===== src/rtl/clock_pkg.sv =====
// Shared ASCII constants, frame layout, TX bit-state encoding and digit encoder.
// Latency/backpressure: n/a (definitions only).
package clock_pkg;

    localparam logic [7:0] ASCII_0 = 8'h30;
    localparam logic [7:0] COLON   = 8'h3A;
    localparam logic [7:0] SPACE   = 8'h20;
    localparam logic [7:0] CHAR_A  = 8'h41;
    localparam logic [7:0] QMARK   = 8'h3F;
    localparam logic [7:0] CR      = 8'h0D;
    localparam logic [7:0] LF      = 8'h0A;

    localparam int         FRAME_LEN = 8;
    localparam logic [2:0] LAST_BYTE = 3'(FRAME_LEN - 1);

    localparam logic [1:0] ST_IDLE  = 2'd0;
    localparam logic [1:0] ST_START = 2'd1;
    localparam logic [1:0] ST_DATA  = 2'd2;
    localparam logic [1:0] ST_STOP  = 2'd3;

    // Everything the frame needs, captured in one edge so mid-frame input changes are invisible.
    typedef struct packed {
        logic [1:0] hr_tens;
        logic [3:0] hr_units;
        logic [2:0] min_tens;
        logic [3:0] min_units;
        logic       alarm;
    } snap_t;

    function automatic logic [7:0] digit_ascii(input logic [3:0] d);
        return (d > 4'd9) ? QMARK : (ASCII_0 + {4'b0000, d});
    endfunction

endpackage


===== src/rtl/uart_tx_byte.sv =====
// 8N1 byte serialiser: start accepted while ready puts tx low on the next edge.
// ready rises in the last stop-bit cycle so back-to-back bytes have no idle gap.
module uart_tx_byte
    import clock_pkg::*;
#(
    parameter int CLK_FREQ = 100000000,
    parameter int BAUD     = 9600
) (
    input  logic       clk,
    input  logic       reset,
    input  logic       start,
    input  logic [7:0] data,
    output logic       tx,
    output logic       ready
);

    localparam int CLKS_PER_BIT = CLK_FREQ / BAUD;
    localparam int CW           = (CLKS_PER_BIT > 2) ? $clog2(CLKS_PER_BIT) : 1;

    logic [1:0]    state;
    logic [CW-1:0] baud_cnt;
    logic [2:0]    bit_idx;
    logic [7:0]    shreg;
    logic          bit_end;

    assign bit_end = (baud_cnt == CW'(CLKS_PER_BIT - 1));
    assign ready   = (state == ST_IDLE) || ((state == ST_STOP) && bit_end);

    always_ff @(posedge clk) begin
        if (reset) begin
            state    <= ST_IDLE;
            tx       <= 1'b1;
            baud_cnt <= '0;
            bit_idx  <= '0;
            shreg    <= '0;
        end else if (ready && start) begin
            state    <= ST_START;
            tx       <= 1'b0;
            baud_cnt <= '0;
            bit_idx  <= '0;
            shreg    <= data;
        end else begin
            if (state != ST_IDLE) begin
                baud_cnt <= bit_end ? '0 : (baud_cnt + 1'b1);
            end
            if (bit_end) begin
                case (state)
                    ST_START: begin
                        state <= ST_DATA;
                        tx    <= shreg[0];
                    end
                    ST_DATA: begin
                        if (bit_idx == 3'd7) begin
                            state <= ST_STOP;
                            tx    <= 1'b1;
                        end else begin
                            // shreg[0] is the bit on the line; shift the next one down
                            bit_idx <= bit_idx + 3'd1;
                            tx      <= shreg[1];
                            shreg   <= {1'b0, shreg[7:1]};
                        end
                    end
                    ST_STOP: begin
                        state <= ST_IDLE;
                        tx    <= 1'b1;
                    end
                    default: state <= ST_IDLE;
                endcase
            end
        end
    end

endmodule


===== src/rtl/uart_time_reporter.sv =====
// Sends "HH:MMf\r\n" over UART on request or minute change; tx low one edge after trigger.
// One frame may be queued while busy (pending); further triggers are dropped.
module uart_time_reporter
    import clock_pkg::*;
#(
    parameter int CLK_FREQ = 100000000,
    parameter int BAUD     = 9600
) (
    input  logic       clk,
    input  logic       reset,
    input  logic [1:0] hr_tens,
    input  logic [3:0] hr_units,
    input  logic [2:0] min_tens,
    input  logic [3:0] min_units,
    input  logic       alarm_flag,
    input  logic       send_req,
    input  logic       auto_en,
    output logic       tx,
    output logic       busy,
    output logic       done
);

    logic [6:0] cur_min;
    logic [6:0] prev_min;
    logic       trigger;
    logic       active;
    logic       all_loaded;
    logic       pending;
    logic [2:0] byte_idx;
    snap_t      snap;
    logic [7:0] byte_dat;
    logic       tx_ready;
    logic       tx_start;
    logic       complete;

    assign cur_min = {min_tens, min_units};
    assign trigger = send_req | (auto_en & (cur_min != prev_min));

    // All bytes handed over and the byte unit is in its final stop-bit cycle.
    assign tx_start = active & ~all_loaded & tx_ready;
    assign complete = active & all_loaded & tx_ready;

    always_comb begin
        byte_dat = LF;
        case (byte_idx)
            3'd0: byte_dat = digit_ascii({2'b00, snap.hr_tens});
            3'd1: byte_dat = digit_ascii(snap.hr_units);
            3'd2: byte_dat = COLON;
            3'd3: byte_dat = digit_ascii({1'b0, snap.min_tens});
            3'd4: byte_dat = digit_ascii(snap.min_units);
            3'd5: byte_dat = snap.alarm ? CHAR_A : SPACE;
            3'd6: byte_dat = CR;
            default: byte_dat = LF;
        endcase
    end

    always_ff @(posedge clk) begin
        prev_min <= cur_min;
        if (reset) begin
            active     <= 1'b0;
            all_loaded <= 1'b0;
            pending    <= 1'b0;
            byte_idx   <= '0;
            busy       <= 1'b0;
            done       <= 1'b0;
            snap       <= '0;
        end else begin
            done <= 1'b0;
            if (tx_start) begin
                busy     <= 1'b1;
                byte_idx <= byte_idx + 3'd1;
                if (byte_idx == LAST_BYTE) begin
                    all_loaded <= 1'b1;
                end
            end
            if (!active || complete) begin
                if (complete) begin
                    done <= 1'b1;
                    busy <= 1'b0;
                end
                // A queued or coincident trigger relaunches here, leaving one idle-high cycle.
                if (trigger || pending) begin
                    snap       <= '{hr_tens:   hr_tens,
                                    hr_units:  hr_units,
                                    min_tens:  min_tens,
                                    min_units: min_units,
                                    alarm:     alarm_flag};
                    active     <= 1'b1;
                    all_loaded <= 1'b0;
                    byte_idx   <= '0;
                    pending    <= 1'b0;
                end else begin
                    active <= 1'b0;
                end
            end else if (trigger) begin
                pending <= 1'b1;
            end
        end
    end

    uart_tx_byte #(
        .CLK_FREQ (CLK_FREQ),
        .BAUD     (BAUD)
    ) u_tx (
        .clk   (clk),
        .reset (reset),
        .start (tx_start),
        .data  (byte_dat),
        .tx    (tx),
        .ready (tx_ready)
    );

endmodule


===== config.mk =====
export PLATFORM = sky130hd
export DESIGN_NAME = uart_time_reporter
export DESIGN_NICKNAME = d
export VERILOG_FILES = /design/src/rtl/clock_pkg.sv /design/src/rtl/uart_tx_byte.sv /design/src/rtl/uart_time_reporter.sv
export SDC_FILE = /design/constraint.sdc
export NUM_CORES = 1
export LEC_CHECK = 0
export BUFFER_PORTS_ARGS = -buffer_cell sky130_fd_sc_hd__buf_4
export CORE_MARGIN = 2
export CORE_UTILIZATION = 60
export DETAILED_ROUTE_END_ITERATION = 10
export PLACE_DENSITY = 0.85
export SLEW_MARGIN = 15
export SYNTH_ARGS = -nofsm -noshare
export SYNTH_HDL_FRONTEND = slang
export SYNTH_HIERARCHICAL = 1
export SYNTH_SLANG_ARGS = --single-unit

===== constraint.sdc =====
create_clock -name clk -period 3.2 [get_ports clk]
set_input_delay 0.16 -clock clk [delete_from_list [all_inputs] [get_ports clk]]
set_output_delay 0.16 -clock clk [all_outputs]
set_load 0.02 [all_outputs]

# --- Yosys cells after proc, flatten, opt, wreduce, memory -nomap -nowiden ---
# Index checks and enable logic that the tools add are counted.
op_classes:
  addsub: 7
  magnitude_cmp: 4
  n_eq_ne: 17
  n_mux: 34
  bitwise_logic: 9
  reduce_logical: 22
ops:
  columns: ["op", "count"]
  rows:
  - ["one-hot mux 7 bit (7 select lines)", 1]
  - ["2-to-1 mux 7 bit", 5]
  - ["2-to-1 mux 8 bit", 4]
  - ["2-to-1 mux 1 bit", 17]
  - ["== test 3 bit, second input constant", 5]
  - ["adder 14 x 1 -> 14 bit, second input constant", 1]
  - ["adder 6 x 4 -> 7 bit, first input constant", 2]
  - ["== test 14 bit, second input constant", 1]
  - ["2-to-1 mux 14 bit", 1]
  - ["AND reduction 2 bit", 5]
  - ["2-to-1 mux 3 bit", 3]
  - ["greater-than comparator 4 bit, second input constant", 2]
  - ["nonzero test 2 bit", 4]
  - ["adder 6 x 2 -> 7 bit, first input constant", 1]
  - ["adder 6 x 3 -> 7 bit, first input constant", 1]
  - ["!= test 7 bit", 1]
  - ["adder 3 x 1 -> 3 bit, second input constant", 2]
  - ["== test 3 x 2 -> 1 bit, second input constant", 2]
  - ["!= test 2 x 1 -> 1 bit, second input constant", 3]
  - ["AND reduction 3 bit", 2]
  - ["AND 1 bit", 5]
  - ["== test 2 bit, second input constant", 2]
  - ["greater-than comparator 2 x 4 -> 1 bit, second input constant", 1]
  - ["greater-than comparator 3 x 4 -> 1 bit, second input constant", 1]
  - ["other kinds (15)", 21]
totals:
  regBits: 57
  in_bits: 18
  out_inout_bits: 3
  elab_cells: 111

# --- Depth between registers and ports, before layout ---
# Gate-level depths: netlist (run 1).
depth:
  word_depth: 7
  ltp_mapped: 11
  ltp_nobuf: 10

# --- Cells and area by module ---
# The synthesis (run 1) kept the hierarchy.
by_module_without_submodules:
  columns: ["mod", "instances", "cells_each", "area_per_inst_um2", "seq_area_each_um2"]
  rows:
  - ["uart_tx_byte", 1, 161, 1467.7, 560.5]
  - ["uart_time_reporter", 1, 147, 1463.9, 580.6]

# --- Worst setup path after synthesis (run 1) ---
# OpenSTA, ideal clock, no wires.
synth_timing:
  kind: "reg2reg"
  start: "reg u_tx.baud_cnt[0]"
  end: "reg u_tx.baud_cnt[2]"
  setup_time_ns: 0.124
  arrival_time_ns: 2.689
  required_ns: 3.076
  path_slack_ns: 0.387
  path_stages_with_launch: 12
  path_buffers: 1
  period_less_slack_ns: 2.813
  path_cell_list: "dfxtp_1 > ha_1 > and4_1 > and4_1 > buf_2 > a21o_1 > nand2_1 > nor2_1 > nor4bb_1 > nand4_1 > nand3_1 > nor2_1"
synth_via:
  elab_chain_len: 6
  elab_cells_between_ends: 8
  classes_between: "add/sub: 1; eq/ne: 1; mux: 1; bitwise: 1; reduce/logical: 4"
synth_lines:
  columns: ["item", "line_no", "source"]
  rows:
  - ["start: declaration", "uart_tx_byte.sv:21", "logic [CW-1:0] baud_cnt;"]
  - ["start signal: assignment", "uart_tx_byte.sv:44", "baud_cnt <= bit_end ? '0 : (baud_cnt + 1'b1);"]
  - ["== test 14 bit", "uart_tx_byte.sv:26", "assign bit_end = (baud_cnt == CW'(CLKS_PER_BIT - 1));"]
  - ["logical AND 1 bit", "uart_tx_byte.sv:27", "assign ready = (state == ST_IDLE) || ((state == ST_STOP) && bit_end);"]
  - ["logical OR 1 bit", "uart_tx_byte.sv:27", null]
  - ["net tx_ready", "uart_time_reporter.sv:32", "logic tx_ready;"]
  - ["AND 1 bit", "uart_time_reporter.sv:40", "assign tx_start = active & ~all_loaded & tx_ready;"]
  - ["net tx_start", "uart_time_reporter.sv:33", "logic tx_start;"]
  - ["logical AND 1 bit", "uart_tx_byte.sv:36", "end else if (ready && start) begin"]
  - ["OR reduction 2 bit (no source line)", null, null]
# The timed path passes the listed nets, and every way through them passes these cells.
# A chain may end at the register's enable or synchronous reset.

# --- Final worst setup path (run 1) ---
layout_timing:
  start: "reg u_tx.baud_cnt[0]"
  end: "reg u_tx.shreg[1]"
layout_via:
  elab_chain_len: 7
  elab_cells_between_ends: 10
  classes_between: "eq/ne: 2; mux: 1; bitwise: 1; reduce/logical: 6"
layout_lines:
  columns: ["item", "line_no", "source"]
  rows:
  - ["== test 14 bit *", "uart_tx_byte.sv:26", null]
  - ["logical AND 1 bit *", "uart_tx_byte.sv:27", null]
  - ["logical OR 1 bit *", "uart_tx_byte.sv:27", null]
  - ["net tx_ready", "uart_time_reporter.sv:32", null]
  - ["AND 1 bit *", "uart_time_reporter.sv:40", null]
  - ["net tx_start", "uart_time_reporter.sv:33", null]
  - ["logical AND 1 bit *", "uart_tx_byte.sv:36", null]
  - ["!= test 2 x 1 -> 1 bit (no source line) or nonzero test 2 bit (tied branches)", null, null]
  - ["AND reduction 3 bit (no source line)", null, null]
  - ["end signal: assignment", "uart_tx_byte.sv:41", "shreg <= data;"]
  - ["end signal: assignment", "uart_tx_byte.sv:60", "shreg <= {1'b0, shreg[7:1]};"]
  - ["end: declaration", "uart_tx_byte.sv:23", "logic [7:0] shreg;"]
# Mark *: on every way through the listed nets, which the timed path passes. The rest lies on a longest branch.

==> impl_metrics.csv, run 1 <==
group,metric,value,unit
detailed_routing,dr.pass1.iters,5,
place,dp_hpwl,3914,um
sta,finClkSkew,0.007192,ns
die,core_area,0.004723,mm2
detailed_routing,drt-total-wl,5795,um
sta,hold_viol,0,
pwr,total_power,1677,uW
critical_path,slowest_delay,0.42,ns
die,die_area,0.005461,mm2
critical_path,crit_type,"reg2reg",
clock_tree,cts-resized-gates,0,
sta,max_freq,0.3914,GHz
yosys,synth-seq-cells,57,
yosys,synthCells,308,
critical_path,startpoint_type,"flop",
grt,grt.total_usage,23.46,%
pwr,power.density,491.5,mW/mm2
die,initial_core_util,62.07,%
yosys,netlist_top_cells_area,"dfxtp_1, mux2i_1, nand2b_1, ha_1, a21oi_1",
place,placedCellCount,388,
detailed_routing,post-route-drc-count,0,
outcome,outcome,"completed",
place,port_buffers,20,
clock_tree,cts-root-buf,"clkbuf_8",
clock_tree,tritoncts,"yes",
place,gp_congestion,0.8379,
yosys,seq_area_frac_synth,38.92,%
sta,rsz0062_at_grt,"false",
critical_path,end_kind,"flop",
final_layout,final_util,72.26,%
sta,setup_viol,0,
clock_tree,clk_latency,0.33,ns
critical_path,cp_cell_sequence,"ha_1, and4_1, and4_1, a21o_1, nand2_1, nor2_1, buf_4, nand2_1, inv_1, a21oi_1, a211oi_1",
yosys,syn_area,0.002932,mm2
yosys,synth-edff-count,0,
critical_path,cpMaxStageDelayCell,"a21oi_1",
min_path,hold_class,"in2reg",
critical_path,critical_path_arrival,2.74,ns
yosys,yosys_warnings,6,
clock_tree,cts.path.max_buffers,2,
grt,antenna_found_initial,0,
detailed_routing,wl_per_cell,14.10,um
pwr,leakage,0.001302,uW
die,ios,21,
sta,relSlewSlack,65.77,%
final_layout,final_cell_mix,"dfxtp_1, nand2b_1, buf_4",
critical_path,required,3.38,ns
critical_path,cp_top_family,"simple AND/OR/NAND/NOR gates",
final_layout,synthToLayoutAreaGrowth,16.43,%
yosys,syn_avg_cell_area,9.518,um2
yosys,synth_top_area_share,38.92,%
sta,worst_slew_pin_slew,0.5135,ns
grt,overflow,0,
final_layout,finish.instance_area,0.003413,mm2
yosys,ys_types,62,
detailed_routing,vias,2316,
yosys,synthArstFlopShare,0,%
critical_path,crit_path_max_fanout,9,
die,die_w,73.90,um
final_layout,num_antenna_cells,0,
grt,grt_first_pass_wirelength,9777,um
sta,finalSetupTns,0,ns
detailed_routing,drt_iter0_drc,146,
sta,min_period,2.555,ns
final_layout,nets,369,
final_layout,layout-drive-gt1-share,15.41,%
clock_tree,postCtsSetupRepairBufs,0,
yosys,synth_ff_type,"dfxtp_1",
final_layout,finalNonFillerCells,411,
detailed_routing,viasPerCell,5.635,
run,maxCapViolCount,0,
sta,fin_crit_sh,79.83,%
place,place_area,0.003128,mm2
pwr,irDropWorstVdd,0.4135,mV
final_layout,layout_commonest_cell,"dfxtp_1",
detailed_routing,ant_nets,0,
grt,grt_max_degree,47,
clock_tree,cts_sinks,57,
grt,grt_pass1_vias,2176,
die,rows,25,
die,fp.dieH,73.90,um
yosys,synth_nets,338,
clock_tree,hold_buffers,7,
clock_tree,path_clk_slew,0.06,ns
yosys,synth_top_cell_by_area,"dfxtp_1",
clock_tree,cts_buffers,9,
critical_path,crit_buf_inv,2,
sta,finalMaxSlewViolations,0,
clock_tree,htree_levels,3,
-- cells by family (layout without fill, tap and decap cells) --
family | count (synthesis) | after routing | share of synthesized area, %
AND/OR/NAND/NOR | 111 | 111 | 22.58
buffers and inverters | 21 | 57 | 3.926
AO/OA/AOI/OAI | 63 | 63 | 15.37
multiplexers | 25 | 25 | 8.579
other | 1 | 1 | 0.1279
flip-flops | 57 | 57 | 38.92
XOR/XNOR | 18 | 18 | 5.378
adder cells (fa/ha/maj) | 12 | 12 | 5.122
-- sequential cells by signal, summed over array words and instances (netlist names), 2 cells and up --
name,flops
u_tx/bit_idx,3
byte_idx,3
snap,14
prev_min,7
u_tx/baud_cnt,14
u_tx/state,2
u_tx/shreg,8
-- final timing paths --
check | from | to | slack, ns | cells past startpoint
setup / recovery | u_tx/baud_cnt[0] | u_tx/shreg[1] | 0.65 | 11
hold / removal | hr_units[2] | snap[10] | 0.1 | 3
setup reg to reg | u_tx/baud_cnt[0] | u_tx/shreg[1] | 0.65 | 11
hold reg to reg | snap[8] | snap[8] | 0.48 | 2
-- worst register-to-register path, stage by stage (launching register included) --
cell,delay (ns)
dfxtp_1,0.33
ha_1,0.24
and4_1,0.26
and4_1,0.17
a21o_1,0.20
nand2_1,0.12
nor2_1,0.06
buf_4,0.17
nand2_1,0.20
inv_1,0.09
a21oi_1,0.42
a211oi_1,0.15
-- metrics by stage --
step | worst slack, ns | hold slack, ns
CTS | 0.6886 | 0.09403
detailed placement | 0.7145 | 0.2903
finish | 0.6453 | 0.09652
global route | 0.4065 | 0.1061
global placement | 0.7639 | 0.2883
floorplan | 0.3869 | 0.1877
-- synthesized netlist by cell type (all sizes together) (2+ instances only) --
master	count
a211oi	8
and3	2
o21ai	6
nor3	6
a21o	5
a31oi	4
xnor2	7
inv	9
buf	5
clkbuf	7
mux2i	24
o21a	2
o2111ai	2
a22oi	2
a2111oi	2
xor2	11
nand3	9
o31ai	2
nor4	2
nand4	5
nand2	15
a21bo	2
ha	12
dfxtp	57
nand3b	2
a221oi	2
or3	3
nor2b	3
and4	3
nand2b	28
and2	2
a21oi	20
nor4b	2
nor2	22
-- report_power, final --
| part | total, uW | switching [uW] | internal, uW |
|---|---|---|---|
| Sequential | 775 | 28.2 | 747 |
| Clock | 700 | 279 | 421 |
| Combinational | 202 | 107 | 94.7 |
| Total | 1680 | 414 | 1260 |
-- metal layers --
metal / vias to the layer above / global-route usage, % / wire, um
met5: - / 0 / 0
met4: 0 / 10.51 / 95
met3: 10 / 5.213 / 268
met2: 64 / 37.40 / 2696
met1: 1076 / 30.44 / 2734
li1: 1166 / - / -
-- area by class of cell --
cell class / instances / area, um2
Tap cell: 67 / 83.83
Clock inverter: 4 / 50.05
Clock buffer: 12 / 165.2
Timing Repair Buffer: 32 / 257.7
Inverter: 9 / 33.78
Multi-Input combinational cell: 230 / 1682
Sequential cell: 57 / 1141
Fill cell: 335 / 1310
Note: power is estimated with default switching activity, not from simulation.
==> run 2, diff against run 1 <==
--- a/config.mk
+++ b/config.mk
@@ -7,9 +7,9 @@
 export LEC_CHECK = 0
 export BUFFER_PORTS_ARGS = -buffer_cell sky130_fd_sc_hd__buf_4
 export CORE_MARGIN = 2
-export CORE_UTILIZATION = 60
+export CORE_UTILIZATION = 54
 export DETAILED_ROUTE_END_ITERATION = 10
-export PLACE_DENSITY = 0.85
+export PLACE_DENSITY = 0.81
 export SLEW_MARGIN = 15
 export SYNTH_ARGS = -nofsm -noshare
 export SYNTH_HDL_FRONTEND = slang
==> constraint.sdc (replaced) <==
create_clock -name clk -period 2.15 [get_ports clk]
set_input_delay 0.1075 -clock clk [delete_from_list [all_inputs] [get_ports clk]]
set_output_delay 0.1075 -clock clk [all_outputs]
set_load 0.02 [all_outputs]
==> impl_metrics.csv, run 2 (synthesis gave the netlist of run 1 again) <==
group,metric,value,unit
detailed_routing,vias,2628,
pwr,switching_share,25.53,%
clock_tree,clk_latency,0.34,ns
pwr,switching_power,676.8,uW
critical_path,end_kind,"flop",
die,core_area,0.005172,mm2
sta,max_freq,0.4525,GHz
outcome,violations,"setup timing",
die,initial_core_util,56.68,%
critical_path,crit_path_max_fanout,5,
sta,setup_viol,18,
critical_path,required,2.35,ns
critical_path,cp_cell_sequence,"ha_4, and4_4, and4_4, a21o_1, nand2_2, nor2_4, nor4bb_1, nand4_1, buf_4, a21oi_2, a211oi_1",
pwr,p_seq_share,43.7,%
critical_path,cpMaxStageDelayCell,"dfxtp_2",
sta,finClkSkew,0.007884,ns
detailed_routing,drt_iter0_drc,188,
final_layout,final_cell_mix,"dfxtp_1, buf_4, nand2b_1",
final_layout,synthToLayoutAreaGrowth,30.39,%
sta,hold_viol,0,
die,rows,26,
critical_path,slowest_delay,0.37,ns
final_layout,nets,402,
clock_tree,tritoncts,"yes",
run,maxCapViolCount,0,
clock_tree,cts_sinks,57,
grt,grt.total_usage,22.52,%
sta,rsz0062_at_grt,"true",
clock_tree,cts-root-buf,"clkbuf_8",
critical_path,crit_buf_inv,1,
detailed_routing,viasPerCell,5.892,
place,gp_congestion,0.8530,
die,ios,21,
outcome,outcome,"finished with violations",
final_layout,num_antenna_cells,0,
grt,grt_first_pass_wirelength,10770,um
pwr,leakage,0.001474,uW
final_layout,finalNonFillerCells,446,
final_layout,largestRegisters,"snap: 14 flops, u_tx/baud_cnt: 14 flops, u_tx/shreg: 8 flops",
pwr,pwr-share-comb,14.5,%
place,placedCellCount,413,
grt,grt_max_degree,47,
place,place_area,0.003338,mm2
place,dp_hpwl,4279,um
final_layout,final_util,73.90,%
grt,grt_pass1_vias,2479,
min_path,hold_class,"in2reg",
final_layout,layout-drive-gt1-share,28.72,%
clock_tree,htree_levels,3,
critical_path,critical_path_arrival,2.41,ns
sta,setup_slack,-0.05979,ns
critical_path,cp_top_family,"simple AND/OR/NAND/NOR gates",
clock_tree,path_clk_slew,0.07,ns
sta,fin_crit_sh,102.8,%
place,port_buffers,20,
final_layout,nFillCells,333,
pwr,intPower,1974,uW
die,fp.dieH,77.68,um
pwr,clkPwrFrac,41.7,%
critical_path,cpMostUsedCell,"and4_4",
die,die_w,77.68,um
die,die_area,0.006034,mm2
detailed_routing,drt-total-wl,7334,um
clock_tree,cts_buffers,9,
final_layout,finish.instance_area,0.003822,mm2
detailed_routing,dr.pass1.iters,4,
critical_path,startpoint_type,"flop",
sta,min_period,2.210,ns
detailed_routing,ant_nets,0,
pwr,irDropWorstVdd,0.5836,mV
sta,finalSetupTns,-0.2520,ns
grt,overflow,0,
place,place_ws,-0.04036,ns
final_layout,layout_commonest_cell,"dfxtp_1",
critical_path,crit_type,"reg2reg",
pwr,power.density,693.6,mW/mm2
grt,antenna_found_initial,0,
sta,finalMaxSlewViolations,0,
detailed_routing,post-route-drc-count,0,
detailed_routing,wl_per_cell,16.44,um
clock_tree,cts.path.max_buffers,2,
-- run 2: cell types whose count changed in the layout (fill, tap and decap cells not counted), moves of 3 or more --
cell     previous run  this run
buf_6               0         4
nor2_1             22        19
a21oi_1            20        10
a21oi_2             0        10
buf_4              25        52
-- run 2: worst paths after layout --
| kind | to | depth (start not counted) | slack [ns] | start |
|---|---|---|---|---|
| max | u_tx/shreg[0] | 11 | -0.06 | u_tx/baud_cnt[0] |
| min | snap[8] | 3 | 0.03 | hr_units[0] |
| max reg2reg | u_tx/shreg[0] | 11 | -0.06 | u_tx/baud_cnt[0] |
| min reg2reg | snap[8] | 2 | 0.49 | snap[8] |
-- run 2: worst reg2reg max path, cell delays in order, from the launching register on --
cell,delay (ns)
dfxtp_2,0.37
ha_4,0.13
and4_4,0.21
and4_4,0.22
a21o_1,0.15
nand2_2,0.08
nor2_4,0.10
nor4bb_1,0.21
nand4_1,0.19
buf_4,0.20
a21oi_2,0.14
a211oi_1,0.08
-- run 2: final cells by class --
class / instances / area [um2] / share of cell area (%)
Clock buffer: 10 / 137.6 / 3.601
Clock inverter: 5 / 80.08 / 2.095
Inverter: 9 / 33.78 / 0.8838
Multi-Input combinational cell: 231 / 1814 / 47.46
Sequential cell: 57 / 1144 / 29.92
Tap cell: 70 / 87.58 / 2.291
Timing Repair Buffer: 64 / 525.5 / 13.75
-- run 2: repair_timing --
| action | 4_1_cts | 5_1_grt |
|---|---|---|
| endpoints found under the setup margin | 33 | 43 |
| pin swaps | 2 | 5 |
| gates resized for setup | 3 | 22 |
| gates cloned | 0 | 2 |
| setup buffers | 4 | 5 |
| hold buffers | 7 | 0 |
| endpoints found under the hold margin | 7 | 0 |
-- run 2: per-stage QoR --
| stage | power (uW) | hold WS, ns |
|---|---|---|
| 6_report | 2651 | 0.03367 |
| 5_1_grt | 2742 | 0.03204 |
| 4_1_cts | 2613 | 0.03194 |
| 3_5_place_dp | 1492 | 0.2378 |
| 3_3_place_gp | 1482 | 0.2357 |
| 2_1_floorplan | 1393 | 0.1352 |
-- run 2: power groups by stage --
| stage | registers, uW | logic, uW | clock network, uW |
|---|---|---|---|
| 2_1_floorplan | 1170 | 226 | 0 |
| 3_3_place_gp | 1170 | 307 | 0 |
| 3_5_place_dp | 1180 | 316 | 0 |
| 4_1_cts | 1150 | 344 | 1110 |
| 5_1_grt | 1160 | 415 | 1160 |
| 6_report | 1160 | 386 | 1110 |
-- run 2: metal layers --
metal / vias to the layer above / GRT usage (%) / routed length [um]
li1: 1240 / - / -
met1: 1261 / 24.54 / 2996
met2: 100 / 40.00 / 3716
met3: 27 / 7.907 / 417
met4: 0 / 8.214 / 204
met5: - / 0 / 0
==> run 3, diff against run 2 <==
--- a/config.mk
+++ b/config.mk
@@ -5,10 +5,10 @@
 export SDC_FILE = /design/constraint.sdc
 export NUM_CORES = 1
 export LEC_CHECK = 0
-export BUFFER_PORTS_ARGS = -buffer_cell sky130_fd_sc_hd__buf_4
 export CORE_MARGIN = 2
-export CORE_UTILIZATION = 54
+export CORE_UTILIZATION = 57
 export DETAILED_ROUTE_END_ITERATION = 10
+export DONT_BUFFER_PORTS = 1
 export PLACE_DENSITY = 0.81
 export SLEW_MARGIN = 15
 export SYNTH_ARGS = -nofsm -noshare
==> impl_metrics.csv, run 3 (synthesis gave the netlist of run 1 again) <==
group,metric,value,unit
die,die_w,75.72,um
pwr,clkPwrFrac,44.1,%
pwr,switching_power,751.9,uW
critical_path,crit_type,"reg2reg",
final_layout,final_cell_mix,"dfxtp_1, buf_4, nand2b_1",
grt,grt_first_pass_wirelength,12680,um
critical_path,required,2.38,ns
grt,grt_max_degree,43,
clock_tree,tritoncts,"yes",
clock_tree,path_clk_slew,0.08,ns
pwr,total_power,2870,uW
critical_path,cp_cell_sequence,"ha_4, and4_1, and4_1, a21o_1, buf_4, nand2_4, nor2_4, nor4bb_4, nand4_1, buf_2, a21oi_2, a211oi_1",
sta,fin_crit_sh,109.6,%
clock_tree,htree_levels,3,
pwr,switching_share,26.20,%
final_layout,nets,398,
min_path,hold_class,"in2reg",
clock_tree,cts.path.max_buffers,2,
sta,finClkSkew,0.01426,ns
sta,max_freq,0.4243,GHz
final_layout,layout_commonest_cell,"dfxtp_1",
outcome,outcome,"finished with violations",
detailed_routing,ant_nets,0,
grt,grt_pass1_vias,2582,
grt,overflow,0,
critical_path,slowest_delay,0.37,ns
critical_path,cpMaxStageDelayCell,"dfxtp_2",
sta,setup_viol,44,
final_layout,num_antenna_cells,0,
pwr,power.density,725.1,mW/mm2
critical_path,crit_path_max_fanout,5,
grt,antenna_found_initial,0,
outcome,violations,"setup timing",
sta,min_period,2.357,ns
detailed_routing,wl_per_cell,22.18,um
pwr,irDropWorstVdd,0.6438,mV
critical_path,end_kind,"flop",
place,placedCellCount,391,
final_layout,final_util,78.51,%
detailed_routing,viasPerCell,6.578,
die,rows,26,
place,dp_hpwl,4227,um
detailed_routing,drt-total-wl,9825,um
final_layout,synthToLayoutAreaGrowth,35.04,%
sta,hold_viol,0,
place,gp_congestion,0.7986,
final_layout,largestRegisters,"snap: 14 flops, u_tx/baud_cnt: 14 flops, u_tx/shreg: 8 flops",
final_layout,nFillCells,260,
detailed_routing,drt_iter0_drc,486,
sta,rsz0062_at_grt,"true",
die,fp.dieH,75.72,um
final_layout,layout-drive-gt1-share,25.47,%
detailed_routing,vias,2914,
pwr,intPower,2118,uW
sta,finalMaxSlewViolations,0,
final_layout,finalNonFillerCells,443,
grt,grt.total_usage,30.62,%
die,die_area,0.005733,mm2
pwr,pwr-share-comb,15.2,%
clock_tree,cts_sinks,57,
die,ios,21,
die,core_area,0.005042,mm2
pwr,leakage,0.001496,uW
sta,setup_slack,-0.2070,ns
critical_path,cp_top_family,"simple AND/OR/NAND/NOR gates",
critical_path,critical_path_arrival,2.59,ns
detailed_routing,dr.pass1.iters,5,
critical_path,startpoint_type,"flop",
run,maxCapViolCount,0,
critical_path,crit_buf_inv,2,
clock_tree,cts_buffers,9,
clock_tree,cts-root-buf,"clkbuf_8",
die,initial_core_util,58.14,%
place,port_buffers,0,
clock_tree,clk_latency,0.35,ns
critical_path,cpMostUsedCell,"and4_1",
pwr,p_seq_share,40.7,%
detailed_routing,post-route-drc-count,0,
[run 3: cell count changes in the layout (fill, tap and decap cells not counted), moves of 2 or more]
cell           previous run  this run
and4_1                    0         2
and4_4                    3         1
buf_4                    52        33
dlygate4sd3_1             7        17
[run 3: power groups by stage]
stage | combinational [uW] | sequential (uW) | clock [uW]
finish | 436 | 1170 | 1260
global route | 456 | 1170 | 1300
CTS | 356 | 1160 | 1230
detailed placement | 264 | 1180 | 0
global placement | 255 | 1180 | 0
floorplan | 226 | 1170 | 0
[run 3: worst paths after layout]
check / startpoint / slack [ns] / to / cells after the start
max reg2reg: u_tx/baud_cnt[1] / -0.21 / u_tx/shreg[0] / 12
min: min_tens[0] / 0.008 / snap[5] / 2
max: u_tx/baud_cnt[1] / -0.21 / u_tx/shreg[0] / 12
min reg2reg: u_tx/baud_cnt[13] / 0.49 / u_tx/baud_cnt[13] / 2
[run 3: layout make-up]
cell class / count / area [um2] / area share [%]
Inverter: 9 / 33.78 / 0.8533
Tap cell: 70 / 87.58 / 2.212
Clock buffer: 11 / 141.4 / 3.571
Clock inverter: 5 / 102.6 / 2.592
Multi-Input combinational cell: 231 / 1878 / 47.44
Timing Repair Buffer: 60 / 571.8 / 14.44
Sequential cell: 57 / 1144 / 28.89
[run 3: routing by layer]
layer	vias up	part of all wire (%)	global-route usage, %
met1	1382	37	37.52
met5	-	0	0
met4	0	5.3	18.71
li1	1230	-	-
met3	72	9.6	7.143
met2	230	48	48.79
[run 3: repair_timing]
| item | CTS | global route |
|---|---|---|
| endpoints found under the setup margin | 28 | 43 |
| endpoints found under the hold margin | 38 | 1 |
| pin swaps | 4 | 8 |
| setup buffers | 6 | 7 |
| hold buffers | 17 | 1 |
| resized for setup | 18 | 15 |
| gates cloned | 3 | 2 |
[run 3: through the flow]
stage,instance area [um2],worst slack (ns),hold WS [ns],setup TNS [ns]
after floorplan,2980,-0.2979,0.1352,-7.409
after global placement,3186,0.04134,0.1353,0
after detailed placement,3186,-0.04481,0.1353,-0.07366
after CTS,3792,-0.05207,0.004346,-0.3394
after global routing,3959,-0.2918,0.008185,-9.531
final,3959,-0.2070,0.007781,-5.686
